[src/rtl/collision_detector.sv]
`default_nettype none
// ============================================================================
// Module   : collision_detector
// Purpose  : Evaluates each proposed snake head position. It checks the head
//            against the playfield walls, then compares it against the stored
//            body one segment per cycle, and finally checks it against the
//            apple. A successful move shifts the body. An apple hit also grows
//            the body, up to MAX_LEN segments.
// Ports    : clk            - system clock, all state on rising edge
//            rst            - asynchronous active-high reset
//            move           - one-cycle strobe, headX/headY valid that cycle
//            headX, headY   - proposed new head coordinates
//            appleX, appleY - apple coordinates, sampled on the last compare
//            goodColl       - one-cycle pulse, head landed on apple
//            badColl        - one-cycle pulse, wall or self collision
//            busy           - high while a move is being scanned
//            gameOver       - high after any bad collision, until reset
//            len            - current body length (segments excluding head)
// Revision : 1.0 - initial release
// ============================================================================
module collision_detector #(
  parameter int GRID    = 10,
  parameter int MAX_LEN = 16
) (
  input  logic       clk,
  input  logic       rst,
  input  logic       move,
  input  logic [3:0] headX,
  input  logic [3:0] headY,
  input  logic [3:0] appleX,
  input  logic [3:0] appleY,
  output logic       goodColl,
  output logic       badColl,
  output logic       busy,
  output logic       gameOver,
  output logic [4:0] len
);

  localparam int         c_IW      = (MAX_LEN > 1) ? $clog2(MAX_LEN) : 1;
  localparam logic [4:0] c_GRID    = 5'(GRID);
  localparam logic [4:0] c_MAX_LEN = 5'(MAX_LEN);

  typedef enum logic [1:0] {
    S_IDLE = 2'd0,
    S_SCAN = 2'd1,
    S_OVER = 2'd2
  } state_t;

  state_t     state_q, state_d;
  logic [3:0] cand_x_q, cand_x_d;
  logic [3:0] cand_y_q, cand_y_d;
  logic [4:0] idx_q, idx_d;
  logic [4:0] len_q, len_d;
  logic       good_q, good_d;
  logic       bad_q, bad_d;
  logic [3:0] head_x_q, head_y_q;
  logic [3:0] body_x_q [MAX_LEN];
  logic [3:0] body_y_q [MAX_LEN];

  logic            commit;     // move accepted: shift body, head <= candidate
  logic            oob;        // incoming head is outside the playfield
  logic            hit;        // candidate equals the body segment at idx_q
  logic            last_cmp;   // current compare is the final body segment
  logic            apple_hit;
  logic [c_IW-1:0] idx_sel;

  assign idx_sel   = idx_q[c_IW-1:0];
  assign oob       = ({1'b0, headX} >= c_GRID) || ({1'b0, headY} >= c_GRID);
  assign hit       = (body_x_q[idx_sel] == cand_x_q) && (body_y_q[idx_sel] == cand_y_q);
  assign last_cmp  = (idx_q == (len_q - 5'd1));
  assign apple_hit = (cand_x_q == appleX) && (cand_y_q == appleY);

  // --------------------------------------------------------------------------
  // Next-state logic
  // --------------------------------------------------------------------------
  always_comb begin
    state_d  = state_q;
    cand_x_d = cand_x_q;
    cand_y_d = cand_y_q;
    idx_d    = idx_q;
    len_d    = len_q;
    good_d   = 1'b0;
    bad_d    = 1'b0;
    commit   = 1'b0;

    unique case (state_q)
      S_IDLE: begin
        if (move) begin
          cand_x_d = headX;
          cand_y_d = headY;
          idx_d    = 5'd0;
          // A wall hit takes priority over an apple on the same cell.
          if (oob) begin
            bad_d   = 1'b1;
            state_d = S_OVER;
          end else begin
            state_d = S_SCAN;
          end
        end
      end

      S_SCAN: begin
        if (hit) begin
          bad_d   = 1'b1;
          state_d = S_OVER;
        end else if (last_cmp) begin
          commit  = 1'b1;
          state_d = S_IDLE;
          if (apple_hit) begin
            good_d = 1'b1;
            // At saturation the shift drops the tail, so the length holds.
            if (len_q < c_MAX_LEN) begin
              len_d = len_q + 5'd1;
            end
          end
        end else begin
          idx_d = idx_q + 5'd1;
        end
      end

      S_OVER: begin
        state_d = S_OVER;
      end

      default: begin
        state_d = S_IDLE;
      end
    endcase
  end

  // --------------------------------------------------------------------------
  // Control registers
  // --------------------------------------------------------------------------
  always_ff @(posedge clk or posedge rst) begin
    if (rst) begin
      state_q  <= S_IDLE;
      cand_x_q <= 4'd0;
      cand_y_q <= 4'd0;
      idx_q    <= 5'd0;
      len_q    <= 5'd2;
      good_q   <= 1'b0;
      bad_q    <= 1'b0;
    end else begin
      state_q  <= state_d;
      cand_x_q <= cand_x_d;
      cand_y_q <= cand_y_d;
      idx_q    <= idx_d;
      len_q    <= len_d;
      good_q   <= good_d;
      bad_q    <= bad_d;
    end
  end

  // --------------------------------------------------------------------------
  // Head and body storage
  // --------------------------------------------------------------------------
  always_ff @(posedge clk or posedge rst) begin
    if (rst) begin
      head_x_q <= 4'd5;
      head_y_q <= 4'd5;
      for (int i = 0; i < MAX_LEN; i++) begin
        body_x_q[i] <= (i == 0) ? 4'd4 : ((i == 1) ? 4'd3 : 4'd0);
        body_y_q[i] <= (i < 2) ? 4'd5 : 4'd0;
      end
    end else if (commit) begin
      head_x_q    <= cand_x_q;
      head_y_q    <= cand_y_q;
      body_x_q[0] <= head_x_q;
      body_y_q[0] <= head_y_q;
      for (int i = 1; i < MAX_LEN; i++) begin
        body_x_q[i] <= body_x_q[i-1];
        body_y_q[i] <= body_y_q[i-1];
      end
    end
  end

  assign goodColl = good_q;
  assign badColl  = bad_q;
  assign busy     = (state_q == S_SCAN);
  assign gameOver = (state_q == S_OVER);
  assign len      = len_q;

endmodule
`default_nettype wire
[config.mk]
export PLATFORM = sky130hd
export DESIGN_NAME = collision_detector
export DESIGN_NICKNAME = d
export VERILOG_FILES = /design/src/rtl/collision_detector.sv
export SDC_FILE = /design/constraint.sdc
export NUM_CORES = 1
export LEC_CHECK = 0
export BUFFER_PORTS_ARGS = -buffer_cell sky130_fd_sc_hd__buf_4
export CORE_MARGIN = 3
export CORE_UTILIZATION = 26
export CTS_CLUSTER_DIAMETER = 50
export DETAILED_ROUTE_END_ITERATION = 6
export PLACE_DENSITY = 0.52
export SKIP_CTS_REPAIR_TIMING = 1
export SLEW_MARGIN = 20
export SYNTH_ARGS = -nofsm -noshare
export SYNTH_HDL_FRONTEND = slang
export SYNTH_SLANG_ARGS = --single-unit
[constraint.sdc]
create_clock -name clk -period 6.11 [get_ports clk]
set_clock_uncertainty 0.1 [all_clocks]
set_input_delay 0 -clock clk [delete_from_list [all_inputs] [get_ports clk]]
set_output_delay 0 -clock clk [all_outputs]
set_load 0.01 [all_outputs]
==> run_summary.xml <==
<?xml version="1.0" encoding="UTF-8"?>
<metrics>
  <group name="layout">
    <metric name="nNetsFinal" unit="">557</metric>
    <metric name="area.growth.synth_to_final" unit="%">16.3</metric>
    <metric name="fillers" unit="">2803</metric>
    <metric name="drive_gt1_frac" unit="">0.438</metric>
    <metric name="final_design_area_no_fill" unit="µm²">8740</metric>
    <metric name="layout_common_cells" unit="">145 x dfrtp_1, 97 x mux2_2, 40 x mux2_4</metric>
    <metric name="layout_commonest_cell" unit="">dfrtp_1</metric>
    <metric name="antennaDiodeCount" unit="">0</metric>
  </group>
  <group name="worst_setup_path">
    <metric name="critPathRequiredTime" unit="ns">6.31</metric>
    <metric name="worst_ep_arrival_time" unit="ns">4.64</metric>
    <metric name="startpoint_type" unit="">flop</metric>
    <metric name="reg2reg_slack" unit="ns">1.67</metric>
    <metric name="critical_path_peak_fanout" unit="">136</metric>
    <metric name="criticalPathCategory" unit="">flop to flop</metric>
    <metric name="end_kind" unit="">flop</metric>
  </group>
  <group name="drt">
    <metric name="route.antenna.remaining_nets" unit="">0</metric>
    <metric name="route.final.wire_length" unit="mm">14.9</metric>
    <metric name="detail_route.first_pass.iterations" unit="">4</metric>
    <metric name="avgViaCountPerCell" unit="">4.52</metric>
    <metric name="routedWlPerCell" unit="µm">16.1</metric>
    <metric name="detailroute.via_count" unit="">4189</metric>
    <metric name="drcViolationCount" unit="">0</metric>
    <metric name="initialDrtViolationCount" unit="">248</metric>
  </group>
  <group name="place">
    <metric name="dp.final_hpwl" unit="mm">9.71</metric>
    <metric name="buffer_ports.inserted" unit="">27</metric>
    <metric name="routabilityCongestion" unit="">0.718</metric>
    <metric name="postPlaceCellArea" unit="µm²">8040</metric>
  </group>
  <group name="floorplanning">
    <metric name="fp.dieH" unit="µm">176</metric>
    <metric name="die-area" unit="µm²">31000</metric>
    <metric name="core_region_area" unit="µm²">28200</metric>
    <metric name="core.rowCount" unit="">61</metric>
    <metric name="die_span_in_x" unit="µm">176</metric>
    <metric name="number_of_top_level_pins" unit="">28</metric>
    <metric name="floorplan.initialDensity" unit="">0.267</metric>
  </group>
  <group name="logic_synthesis">
    <metric name="ys.warnings.count" unit="">0</metric>
    <metric name="mappedNetlistNets" unit="">528</metric>
    <metric name="synth_area" unit="µm²">7510</metric>
    <metric name="synth.ff_latch_count" unit="">158</metric>
    <metric name="synth_largest_area_cell" unit="">dfrtp_1</metric>
    <metric name="yosysTopAreaCellShare" unit="">0.486</metric>
    <metric name="ys_seq_area_frac" unit="">0.528</metric>
    <metric name="synth_area_leaders" unit="">dfrtp_1 49%, mux2_2 15%, mux4_2 9.3%</metric>
    <metric name="synth_area_per_cell" unit="µm²">14.8</metric>
    <metric name="synth_cells" unit="">506</metric>
    <metric name="synth.lib_cells_used.distinct" unit="">38</metric>
  </group>
  <group name="clock_network">
    <metric name="clock-root-buffer" unit="">clkbuf_16</metric>
    <metric name="clkLatencyLatePin" unit="ns">0.42</metric>
    <metric name="numClockSinks" unit="">158</metric>
    <metric name="h_tree_depth_reported_by_cts" unit="">4</metric>
    <metric name="clock_edge_transition_at_the_registers_on_the_reported_setup_and_hold_paths" unit="ns">0.06</metric>
    <metric name="tritoncts" unit="">built</metric>
    <metric name="cts_inserted_buffers" unit="">17</metric>
    <metric name="cts-root-to-sink-buffers" unit="">2</metric>
  </group>
  <group name="timing">
    <metric name="timing.final.crit_period" unit="ns">4.44</metric>
    <metric name="worst_pin_slew" unit="ns">0.961</metric>
    <metric name="fin_tns_setup" unit="ns">0</metric>
    <metric name="slew_violations" unit="">0</metric>
    <metric name="timing_hold_violations_final" unit="">0</metric>
    <metric name="final-setup-viol-count" unit="">0</metric>
    <metric name="worst_slew_margin_rel" unit="">0.359</metric>
    <metric name="grt_setup_unrepaired" unit="">false</metric>
    <metric name="maxClockFrequency" unit="MHz">225</metric>
    <metric name="min_period_over_period" unit="">0.726</metric>
  </group>
  <group name="worst_hold_path">
    <metric name="worst_hold_path_type" unit="">input pin to flop</metric>
  </group>
  <group name="global_routing">
    <metric name="grt_antenna_before_repair" unit="">0</metric>
    <metric name="maximum_number_of_pins_on_one_net_before_global_route_repair" unit="">137</metric>
    <metric name="global_route.usage.total" unit="">0.102</metric>
    <metric name="grt_remaining_overflow" unit="">0</metric>
    <metric name="vias_in_the_first_global_route" unit="">4495</metric>
    <metric name="global_route_wire_length_before_repair" unit="mm">24.9</metric>
  </group>
  <group name="flow_run">
    <metric name="max_cap_violations" unit="">0</metric>
  </group>
  <group name="power_and_ir_drop">
    <metric name="power-per-cell-area" unit="nW/µm²">248</metric>
    <metric name="vdd_ir_drop_max" unit="µV">146</metric>
    <metric name="total_power" unit="mW">2.17</metric>
    <metric name="power.static_leakage" unit="nW">3.96</metric>
  </group>
  <group name="outcome">
    <metric name="run_status" unit="">complete, no violations</metric>
  </group>
</metrics>
## state kept, by name, summed over array words and instances, names as in the netlist, 2 cells and up
name	flops
head_x_q	4
cand_x_q	4
state_q	2
cand_y_q	4
idx_q	5
body_y_q	64
body_x_q	64
head_y_q	4
len	5
## worst max-delay path: stages (launching register included)
cell	delay [ns]
dfrtp_1	0.97
mux4_2	0.62
mux2i_1	0.21
xnor2_1	0.09
or3_1	0.36
a211oi_1	0.37
and4_1	0.57
nor3_2	0.12
buf_12	0.28
mux2_4	0.43
## final timing paths
kind | from | endpoint | cells past startpoint
worst min-delay path | appleY[3] | goodColl | 5
max in group asynchronous | rst | idx_q[2] | 4
worst min register to register | idx_q[4] | idx_q[4] | 1
min in group asynchronous | rst | body_x_q[45] | 3
worst max register to register | idx_q[0] | body_x_q[25] | 9
worst max-delay path | idx_q[0] | body_x_q[25] | 9
## synthesized netlist by cell type (all sizes together)
cell type and count:
dfrtp 146, o211ai 1, buf 27, a22o 3, nor2 6, xor2 15
clkbuf 4, dfstp 12, a41o 1, nor4 4, ha 3, nand3b 1
a22oi 4, and4 1, a221oi 3, and2 3, nor3 4, a21boi 1
o31ai 1, mux4 31, xnor2 10, nand2 38, nand3 10, mux2i 12
nand2b 2, or3 2, o21ai 6, mux2 137, a21oi 3, inv 4
nor2b 4, nor3b 2, or4 3, a211oi 2
## logic make-up after synthesis
group                    after synthesis  synth area share
multiplexers                         180             0.334
adder cells (fa/ha/maj)                3           0.00500
AO/OA/AOI/OAI                         25            0.0233
buffers and inverters                 35            0.0291
flip-flops                           158             0.528
XOR/XNOR                              25            0.0291
AND/OR/NAND/NOR                       80            0.0510
## stage by stage
stage	std cells	utilization	hold WS (ns)	worst slack (ns)
6_report	926	0.310	0.0873	1.67
5_1_grt	926	0.310	0.0928	1.47
4_1_cts	916	0.307	-0.334	1.51
3_5_place_dp	884	0.285	0.105	1.52
3_3_place_gp	884	0.285	0.103	1.62
2_1_floorplan	506	-	0.00544	1.77
## per-layer routing
metal | up-vias | share of wire | GRT usage
met4 | 0 | 0.013 | 0.0287
met5 | - | 0 | 0
met1 | 2218 | 0.46 | 0.136
met3 | 14 | 0.042 | 0.0284
met2 | 58 | 0.48 | 0.163
li1 | 1899 | - | -
## final cells by class
class | count | area, µm² | area share
Clock buffer | 26 | 489 | 0.0560
Timing Repair Buffer | 41 | 345 | 0.0395
Tap cell | 378 | 473 | 0.0541
Sequential cell | 158 | 3970 | 0.455
Inverter | 4 | 20.0 | 0.00229
Clock inverter | 6 | 108 | 0.0123
Multi-Input combinational cell | 313 | 3330 | 0.381
## report_power, final
group / total [mW] / switching [mW] / internal (mW)
registers: 1.05 / 0.0000387 / 1.05
clock network: 1.08 / 0.403 / 0.675
logic: 0.0428 / 0.0287 / 0.0140
total: 2.17 / 0.431 / 1.74
No activity file was read; power rests on OpenSTA's default activity.
